$ cat src/rtl/pe.sv
// Weight-stationary systolic array processing element.
// Signed MAC into a local accumulator, forwarding of activations and weights, and partial-sum chaining.
module pe #(
    parameter int DATA_WIDTH = 16,
    parameter int ACC_WIDTH  = 32
) (
    input  logic                  clk,
    input  logic                  rst_n,
    input  logic                  enable,
    input  logic                  load_weight,
    input  logic                  clear_acc,
    input  logic                  acc_enable,
    input  logic [DATA_WIDTH-1:0] in_left,
    input  logic [DATA_WIDTH-1:0] in_top,
    input  logic [ACC_WIDTH-1:0]  partial_sum_in,
    output logic [DATA_WIDTH-1:0] out_right,
    output logic [DATA_WIDTH-1:0] out_bottom,
    output logic [ACC_WIDTH-1:0]  partial_sum_out
);

    logic signed [DATA_WIDTH-1:0]   weight_reg;
    logic signed [ACC_WIDTH-1:0]    accumulator;
    logic signed [ACC_WIDTH-1:0]    mac_result;
    logic signed [2*DATA_WIDTH-1:0] product;
    logic                           fire;

    assign product    = weight_reg * $signed(in_left);
    assign mac_result = ACC_WIDTH'(product);

    // out_right holds the last forwarded operand, so a repeated value is not counted twice
    assign fire = enable & acc_enable & (in_left != out_right);

    always_ff @(posedge clk) begin
        if (!rst_n) begin
            weight_reg      <= '0;
            accumulator     <= '0;
            out_right       <= '0;
            out_bottom      <= '0;
            partial_sum_out <= '0;
        end else begin
            if (load_weight) begin
                weight_reg <= in_top;
            end
            if (clear_acc) begin
                accumulator <= '0;
            end else if (fire) begin
                accumulator <= accumulator + mac_result;
            end
            if (enable) begin
                out_right       <= in_left;
                out_bottom      <= in_top;
                partial_sum_out <= partial_sum_in + accumulator;
            end
        end
    end

endmodule

$ cat config.mk
export PLATFORM = sky130hd
export DESIGN_NAME = pe
export DESIGN_NICKNAME = d
export VERILOG_FILES = /design/src/rtl/pe.sv
export SDC_FILE = /design/constraint.sdc
export NUM_CORES = 1
export LEC_CHECK = 0
export CAP_MARGIN = 20
export CORE_UTILIZATION = 66
export DETAILED_ROUTE_END_ITERATION = 8
export PLACE_DENSITY = 0.86
export SKIP_CTS_REPAIR_TIMING = 1
export SYNTH_ARGS = -nofsm -noshare
export SYNTH_HDL_FRONTEND = slang
export SYNTH_SLANG_ARGS = --single-unit
$ cat constraint.sdc
create_clock -name clk -period 20.5 [get_ports clk]
set_input_delay 3.075 -clock clk [delete_from_list [all_inputs] [get_ports clk]]
set_output_delay 3.075 -clock clk [all_outputs]
set_load 0.01 [all_outputs]
== Word level (Yosys, flattened, before mapping) ==
Cells that the tools add are included.
Cells by class
  multipliers: 1
  eq/ne operators: 1
  $add $sub $neg: 2
  bitwise operators: 3
  reductions and logical operators: 1
Operators with widths (count)
  $add A32 B32 Y32: 2
  $mul A16 B16 Y32: 1
  $ne A16 B16 Y1: 1
  $and A1 B1 Y1: 2
  $reduce_or A2 Y1: 1
  $not A1 Y1: 1
Word-level totals
  output and inout bits: 64
  input bits: 70
  flip-flop bits (word level): 112
  word-level logic and storage cells: 13

== Logic depth before layout (Yosys ltp) ==
  depth after elaboration: 2
  depth in mapped cells: 26
  gate-level depth less buffers: 24

== Worst setup path before layout ==
No wires, ideal clock.
  kind: input port to flip-flop
  start point: input port in_left[1]
  end point: register accumulator[31]
  data arrival time: 8.835 ns
  library setup time: 0.122 ns
  cell stages on the path: 24
  path slack: 11.544 ns
  cell sequence: clkbuf_1 > clkbuf_1 > nand2_1 > inv_1 > fa_1 > fa_1 > inv_1 > fa_1 > inv_1 > fa_1 > fa_1 > inv_1 > fa_1 > inv_1 > ha_1 > and3_1 > a221oi_1 > o21ai_0 > nor3_1 > a21oi_1 > a31oi_1 > nand2b_1 > and2_1 > o22ai_1
Between the ends
  longest elaborated chain between the ends: 2
  elaborated cells between the ends (all ways): 4
  classes of those cells: add/sub (1); mul (1); eq/ne (1); bitwise (1)
Ends and longest elaborated chain
  start: declaration: RTL line 13  | input logic [DATA_WIDTH-1:0] in_left,
  $mul A16 B16 Y32 / $ne A16 B16 Y1 (equally long branches): RTL line 27, 31
  $add A32 B32 Y32 / $and A1 B1 Y1 (equally long branches): RTL line 47, 31
  end signal: assignment: RTL line 47  | accumulator <= accumulator + mac_result;
  end: declaration: RTL line 22  | logic signed [ACC_WIDTH-1:0] accumulator;
Several ways; a longest one is shown, not always the timed one.
A chain may end at the register's enable or synchronous reset.

== Worst setup path after layout ==
  start point: input port in_left[2]
  end point: register accumulator[31]
The elaborated chain is that of the path after synthesis.

==> qor.txt <==
Status -> complete, no violations
Most Frequent Cell on Critical Path -> fa_1
Seq/Total Area, Yosys -> 13.45%
GRT Total Usage -> 33.59%
Io pins -> 134
Area growth syn-to-layout -> 10.73%
Reg2Reg Depth -> 22
R2r setup slk -> 13600 ps
CP startpoint -> in_left[2]
WP buf/inv -> 5
CTS Root Cell -> clkbuf_16
DP Wirelength -> 32510 um
Clock slew at reported path FFs -> 80 ps
Die Span Y -> 160.9 um
Rel. slew slack -> 28.95%
P_int -> 1048 uW
Worst-Margin Slew -> 1062 ps
Share of power burned in registers -> 14.6%
Yosys Warn Count -> 0
Top cells by count, synth -> inv_1 (353), fa_1 (293), nand2_1 (157), ha_1 (129), and2_1 (127)
Die extent in x -> 160.9 um
Clock Tree Buf Depth -> 2
CTS HTree Levels -> 3
Mapped Cells -> 1816
Tot Pwr -> 2065 uW
Initial Util -> 67.95%
Initial antenna violation count -> 0
Top FF cell, synth -> dfxtp_1
Max stage delay on crit path -> 820 ps
Worst hold path type -> reg -> reg
Synth top area cells -> fa_1 (35%), dfxtp_1 (13%), ha_1 (9.7%)
Syn_nets -> 2308
Clk pwr share -> 9.3%
Clock Skew -> 14.74 ps
Core Util, Final -> 75.24%
Layout Cells excl Fill -> 2216
Final net count -> 2379
Crit path arrival time -> 9840 ps
Setup crit end kind -> flip-flop
Required @ worst endpoint -> 20710 ps
Tcrit/Tclk final -> 47.01%
Wirelength, routed -> 40910 um
Max-slew violations -> 0
Max VDD drop -> 0.09363 mV
Netlist cell types -> 63
# DRC -> 0
Synth Cell Area -> 0.01667 mm2
Synth top area share -> 35.19%
Leak Pwr -> 0.009127 uW
Via density -> 5.658
GP Congestion -> 0.9644
Cell taking the most area after synthesis -> fa_1
# port buffers -> 133
1st-iter DRT viols -> 732
P_sw -> 1017 uW
Max cap viols -> 0
Worst Hold End -> partial_sum_out[1]$_SDFFE_PN0P_
WL/cell -> 18.46 um
# diodes -> 0
Critical-path maximum fanout -> 18
Biggest regs -> accumulator (32), partial_sum_out (32)
Worst r2r dst -> accumulator[31]$_SDFFE_PP0P_
FP Rows -> 57
DRT Pass-1 Iters -> 5
Pwr Density -> 111.9 mW/mm2
Pin count of the biggest net entering global routing -> 93
CORE AREA -> 0.02453 mm2
Num CTS Buffers -> 9
Async SR Flop Fraction -> 0%
RSZ-0062 raised after global routing -> false
Routed vias -> 12539
Sw Ratio -> 49.26%
CTS tree -> yes
CP cell instances -> clkdlybuf4s50_1 -> and2_1 -> fa_1 -> fa_1 -> inv_1 -> fa_1 -> inv_1 -> fa_1 -> fa_1 -> inv_1 -> fa_1 -> inv_1 -> ha_1 -> and3_1 -> a221oi_1 -> o21ai_0 -> nor3_1 -> a21oi_1 -> a31oi_1 -> nand2b_1 -> and2_1 -> o22ai_1
Final hold vios -> 0
Startpoint types -> input port
Synth Register Bits -> 112
Global-route wire length before repair -> 68020 um
TNS Setup -> 0 ps
Tmin final -> 9638 ps
Hold path startpoint -> partial_sum_out[1]$_SDFFE_PN0P_
Antenna Nets Post-Route -> 0
Kind of critical path -> in -> reg
Clk sinks -> 112
EDFF count, synth -> 0
Clk Latency, worst-skew pair -> 370 ps
Vias in the first global route -> 13284
Placed cells -> 2200
CP delay by family, top -> adder cells
Comb pwr share -> 76.1%
Proportion of layout cells with a drive suffix above 1 -> 2.008%
Die area -> 0.02590 mm2
Worst R2R Start -> weight_reg[15]$_SDFFE_PN0P_
Final setup fails -> 0
Max stage delay cell, worst path -> clkdlybuf4s50_1
Syn Area/Cell -> 9.179 um2
Most instantiated library cell after synthesis -> inv_1
Max Fclk -> 103.8 MHz
Grt total ovfl -> 0
Worst Hold Depth -> 1
==> cell type report <==
| class | count | area, um2 |
|---|---|---|
| well taps | 324 | 405.4 |
| fillers | 1690 | 6075 |
| clock inverters | 6 | 82.58 |
| multi-input cells | 1272 | 12800 |
| flip-flops and latches | 112 | 2242 |
| repair buffers | 138 | 1361 |
| inverters | 354 | 1329 |
| clock buffers | 10 | 239.0 |
==> through the flow <==
stage / hold slack, ps / instance area, um2 / worst slack, ps
finish: 491.6 / 18460 / 10860
global route: 509.8 / 18460 / 10460
CTS: 494.2 / 18460 / 10890
detailed placement: 464.2 / 18140 / 10530
global placement: 454.1 / 18140 / 10630
floorplan: 457.2 / 16670 / 11540
==> kinds of logic (layout without fill, tap and decap cells) <==
group / count (synthesis) / count (layout) / synth area share (%)
simple gates: 506 / 506 / 15.75
compound gates: 185 / 185 / 7.176
xor+xnor: 75 / 75 / 3.941
mux: 84 / 84 / 5.044
flops: 112 / 112 / 13.45
fa+ha+maj: 422 / 422 / 44.87
buf+inv: 432 / 508 / 9.773
==> worst reg2reg max path: stages (launching register included) <==
cell      delay, ps
dfxtp_1         860
nand2_1         210
inv_1           180
fa_1            560
fa_1            780
inv_1           180
fa_1            510
inv_1            50
fa_1            490
fa_1            490
inv_1            50
fa_1            470
inv_1            40
ha_1            300
and3_1          180
a221oi_1        270
o21ai_0         180
nor3_1          160
a21oi_1         130
a31oi_1         280
nand2b_1        150
and2_1          130
o22ai_1          80
==> worst max path at each step <==
stage	end	slack (ps)	depth (start not counted)
2_1_floorplan	accumulator[31]$_SDFFE_PP0P_	11540	24
3_3_place_gp	accumulator[31]$_SDFFE_PP0P_	10630	23
3_5_place_dp	accumulator[31]$_SDFFE_PP0P_	10530	22
4_1_cts	accumulator[31]$_SDFFE_PP0P_	10890	22
5_1_grt	accumulator[31]$_SDFFE_PP0P_	10460	23
6_report	accumulator[31]$_SDFFE_PP0P_	10860	22
==> power groups by stage <==
stage               combinational [uW]  sequential, uW  clock, uW
finish                            1570             302        191
global route                      1780             305        201
CTS                               1560             300        194
detailed placement                1530             304          0
global placement                  1500             303          0
floorplan                         1190             288          0
==> metal layers <==
layer,up-vias,global-route usage (%),part of all wire [%]
met5,-,0,0
met4,0,9.863,2.5
met3,80,6.715,8.5
met2,476,52.72,46
met1,6241,47.28,43
li1,5742,-,-
==> cells in the final DEF, fill, tap and decap left out, types with 3 or more instances in the layout <==
cell type | Yosys | final
o31ai_1 | 5 | 5
nor4_1 | 5 | 5
o21ai_0 | 32 | 32
a21boi_0 | 5 | 5
xor2_1 | 34 | 34
mux2i_1 | 84 | 84
nor2b_1 | 78 | 78
o21bai_1 | 5 | 5
nand2_1 | 157 | 157
inv_1 | 353 | 353
nand4_1 | 7 | 7
o21ai_1 | 4 | 4
or2_2 | 3 | 3
a21o_1 | 15 | 15
o21a_1 | 13 | 13
o211a_1 | 3 | 3
ha_1 | 129 | 129
clkdlybuf4s50_1 | 0 | 131
a31oi_1 | 4 | 4
and2_1 | 127 | 127
a211oi_1 | 6 | 6
a21oi_2 | 3 | 3
fa_1 | 293 | 293
o22ai_1 | 7 | 7
nand2b_1 | 13 | 13
xnor2_1 | 41 | 41
dfxtp_1 | 112 | 112
nand3_1 | 25 | 25
o211ai_1 | 8 | 8
o31a_1 | 4 | 4
and3_1 | 9 | 8
clkbuf_16 | 0 | 9
nor3_1 | 8 | 8
buf_4 | 1 | 6
nor2_1 | 58 | 58
a21oi_1 | 55 | 55
No activity file was read; power rests on OpenSTA's default activity.
==> RTL edit: new RTL, same settings <==
Change the parameter `DATA_WIDTH` from 16 to 20.
--- a/src/rtl/pe.sv
+++ b/src/rtl/pe.sv
@@ -1,7 +1,7 @@
 // Weight-stationary systolic array processing element.
 // Signed MAC into a local accumulator, forwarding of activations and weights, and partial-sum chaining.
 module pe #(
-    parameter int DATA_WIDTH = 16,
+    parameter int DATA_WIDTH = 20,
     parameter int ACC_WIDTH  = 32
 ) (
     input  logic                  clk,
Ports: changed (resized in_left, in_top, out_bottom and out_right); port bits go from 134 to 150. No check against the original RTL was run, so the function may have changed too.
==> RTL edit against the unedited design <==
  * Sequential cell count is 12 higher
  * Count of clock-buffer cells in the layout rose by 7
  * Critical path depth stayed put
  * Design area grew 22%
  * Global-route usage up 0.67 points
  * Sequential share of layout area shrank 1.1 points
  * Wire length grew 24%
  * Area after synthesis is 21% higher
  * Worst setup slack lost 0.97 ns
  * Via count up 25%
  * Total power is 23% higher
  * Hold slack lost 0.0078 ns
  * Critical path type unchanged
  * Largest cell class unchanged
==> RTL edit: results <==
grt:
  antenna_found_initial: 3
  track_usage_pct: 34.3
  grt_max_degree: 112
  grt_pass1_wl_um: 83500
critical_path:
  r2r_slack_ns: 12.89
  reg2reg_from: "weight_reg[8]$_SDFFE_PN0P_"
  crit-reg2reg-capture: "accumulator[30]$_SDFFE_PP0P_"
  r2r_cells: 25
  endpoint: "accumulator[29]$_SDFFE_PP0P_"
placed_design:
  placed_cell_area_mm2: 0.0219
  portBuffers: 149
  gp_congestion: 0.980
layout:
  nets: 2906
  final_layout_size_suffix_gt1_share_pct: 3.09
  n_fill_cell: 2012
clocking:
  clock-sinks: 124
  clk-insertion-delay-late_ns: 0.42
  cts_made_buffers: 17
  clkSlewWorstSetupHoldPaths_ns: 0.06
  htreeDepth: 4
detailed_routing:
  vias: 15600
  met1_length_um: 19400
  drt_iter0_drc: 967
  wl_met2_um: 25200
  wl_per_cell_um: 18.6
synth:
  synthTopCellsByCount: "473 x inv_1, 370 x fa_1, 220 x nand2_1"
  ys_types: 67
  synth_nets: 2829
pwr:
  irDropWorstVdd_v: 0.000160
  p_switching_uw: 1270
run_status:
  run_status: "completed"
hold_path:
  min_from: "partial_sum_out[28]$_SDFFE_PN0P_"
==> RTL edit: cell count changes after synthesis, moves of 12 or more <==
cell	change
ha_1	+13
dfxtp_1	+12
nand2_1	+63
fa_1	+77
xnor2_1	+21
a21oi_1	+13
inv_1	+120
and2_1	+50
clkbuf_1	+31
nor2b_1	+13
==> RTL edit: layout make-up <==
class / instances / share of cell area (%)
Tap cell: 390 / 2.17
Multi-Input combinational cell: 1530 / 68.9
Inverter: 473 / 7.88
Clock inverter: 14 / 0.716
Antenna cell: 4 / 0.0444
Clock buffer: 17 / 1.89
Timing Repair Buffer: 170 / 7.38
Sequential cell: 124 / 11.0
==> RTL edit: cells by family (layout without fill, tap and decap cells) <==
kind of cell / count (synthesis) / after routing / synth area share (%)
AND/OR/NAND/NOR: 635 / 635 / 16.1
buffers and inverters: 585 / 674 / 10.9
adder cells (fa/ha/maj): 512 / 512 / 45.5
AO/OA/AOI/OAI: 218 / 218 / 7.57
flip-flops: 124 / 124 / 12.3
XOR/XNOR: 89 / 89 / 3.86
multiplexers: 76 / 76 / 3.77
other: 0 / 4 / 0
==> RTL edit: routing by layer <==
metal	vias to the layer above	GRT usage, %
met5	-	0
met4	0	18.5
met3	154	5.00
met1	7852	41.7
li1	6981	-
met2	645	58.7
==> RTL edit: power groups by stage <==
stage / registers, uW / clock network (uW) / logic (uW)
finish: 298 / 305 / 1940
global route: 300 / 315 / 2150
CTS: 297 / 304 / 1930
detailed placement: 301 / 0 / 1900
global placement: 300 / 0 / 1840
floorplan: 296 / 0 / 1430
==> RTL edit: per-stage QoR <==
step	hold WS, ns	power, uW	utilization [%]	instances	setup WS (ns)
5_1_grt	0.514	2770	75.4	2721	9.59
3_3_place_gp	0.454	2140	73.3	2686	9.79
4_1_cts	0.485	2530	75.4	2718	9.93
6_report	0.484	2550	75.4	2722	9.89
3_5_place_dp	0.474	2200	73.4	2687	9.54
2_1_floorplan	0.463	1720	-	2239	11.09
==> RTL edit: critical path, cell delays in order <==
cell and delay (ns):
clkdlybuf4s50_1 1.14, nand2_1 0.67, inv_1 0.33, fa_1 0.46
inv_1 0.08, fa_1 0.45, fa_1 0.56, inv_1 0.06
fa_1 0.48, fa_1 0.56, fa_1 0.43, fa_1 0.44
ha_1 0.37, and2_1 0.21, a21oi_1 0.09, o21bai_1 0.23
o31a_1 0.18, o41a_4 0.19, o21bai_1 0.11, o21ba_2 0.23
or4b_1 0.48, o311ai_1 0.10
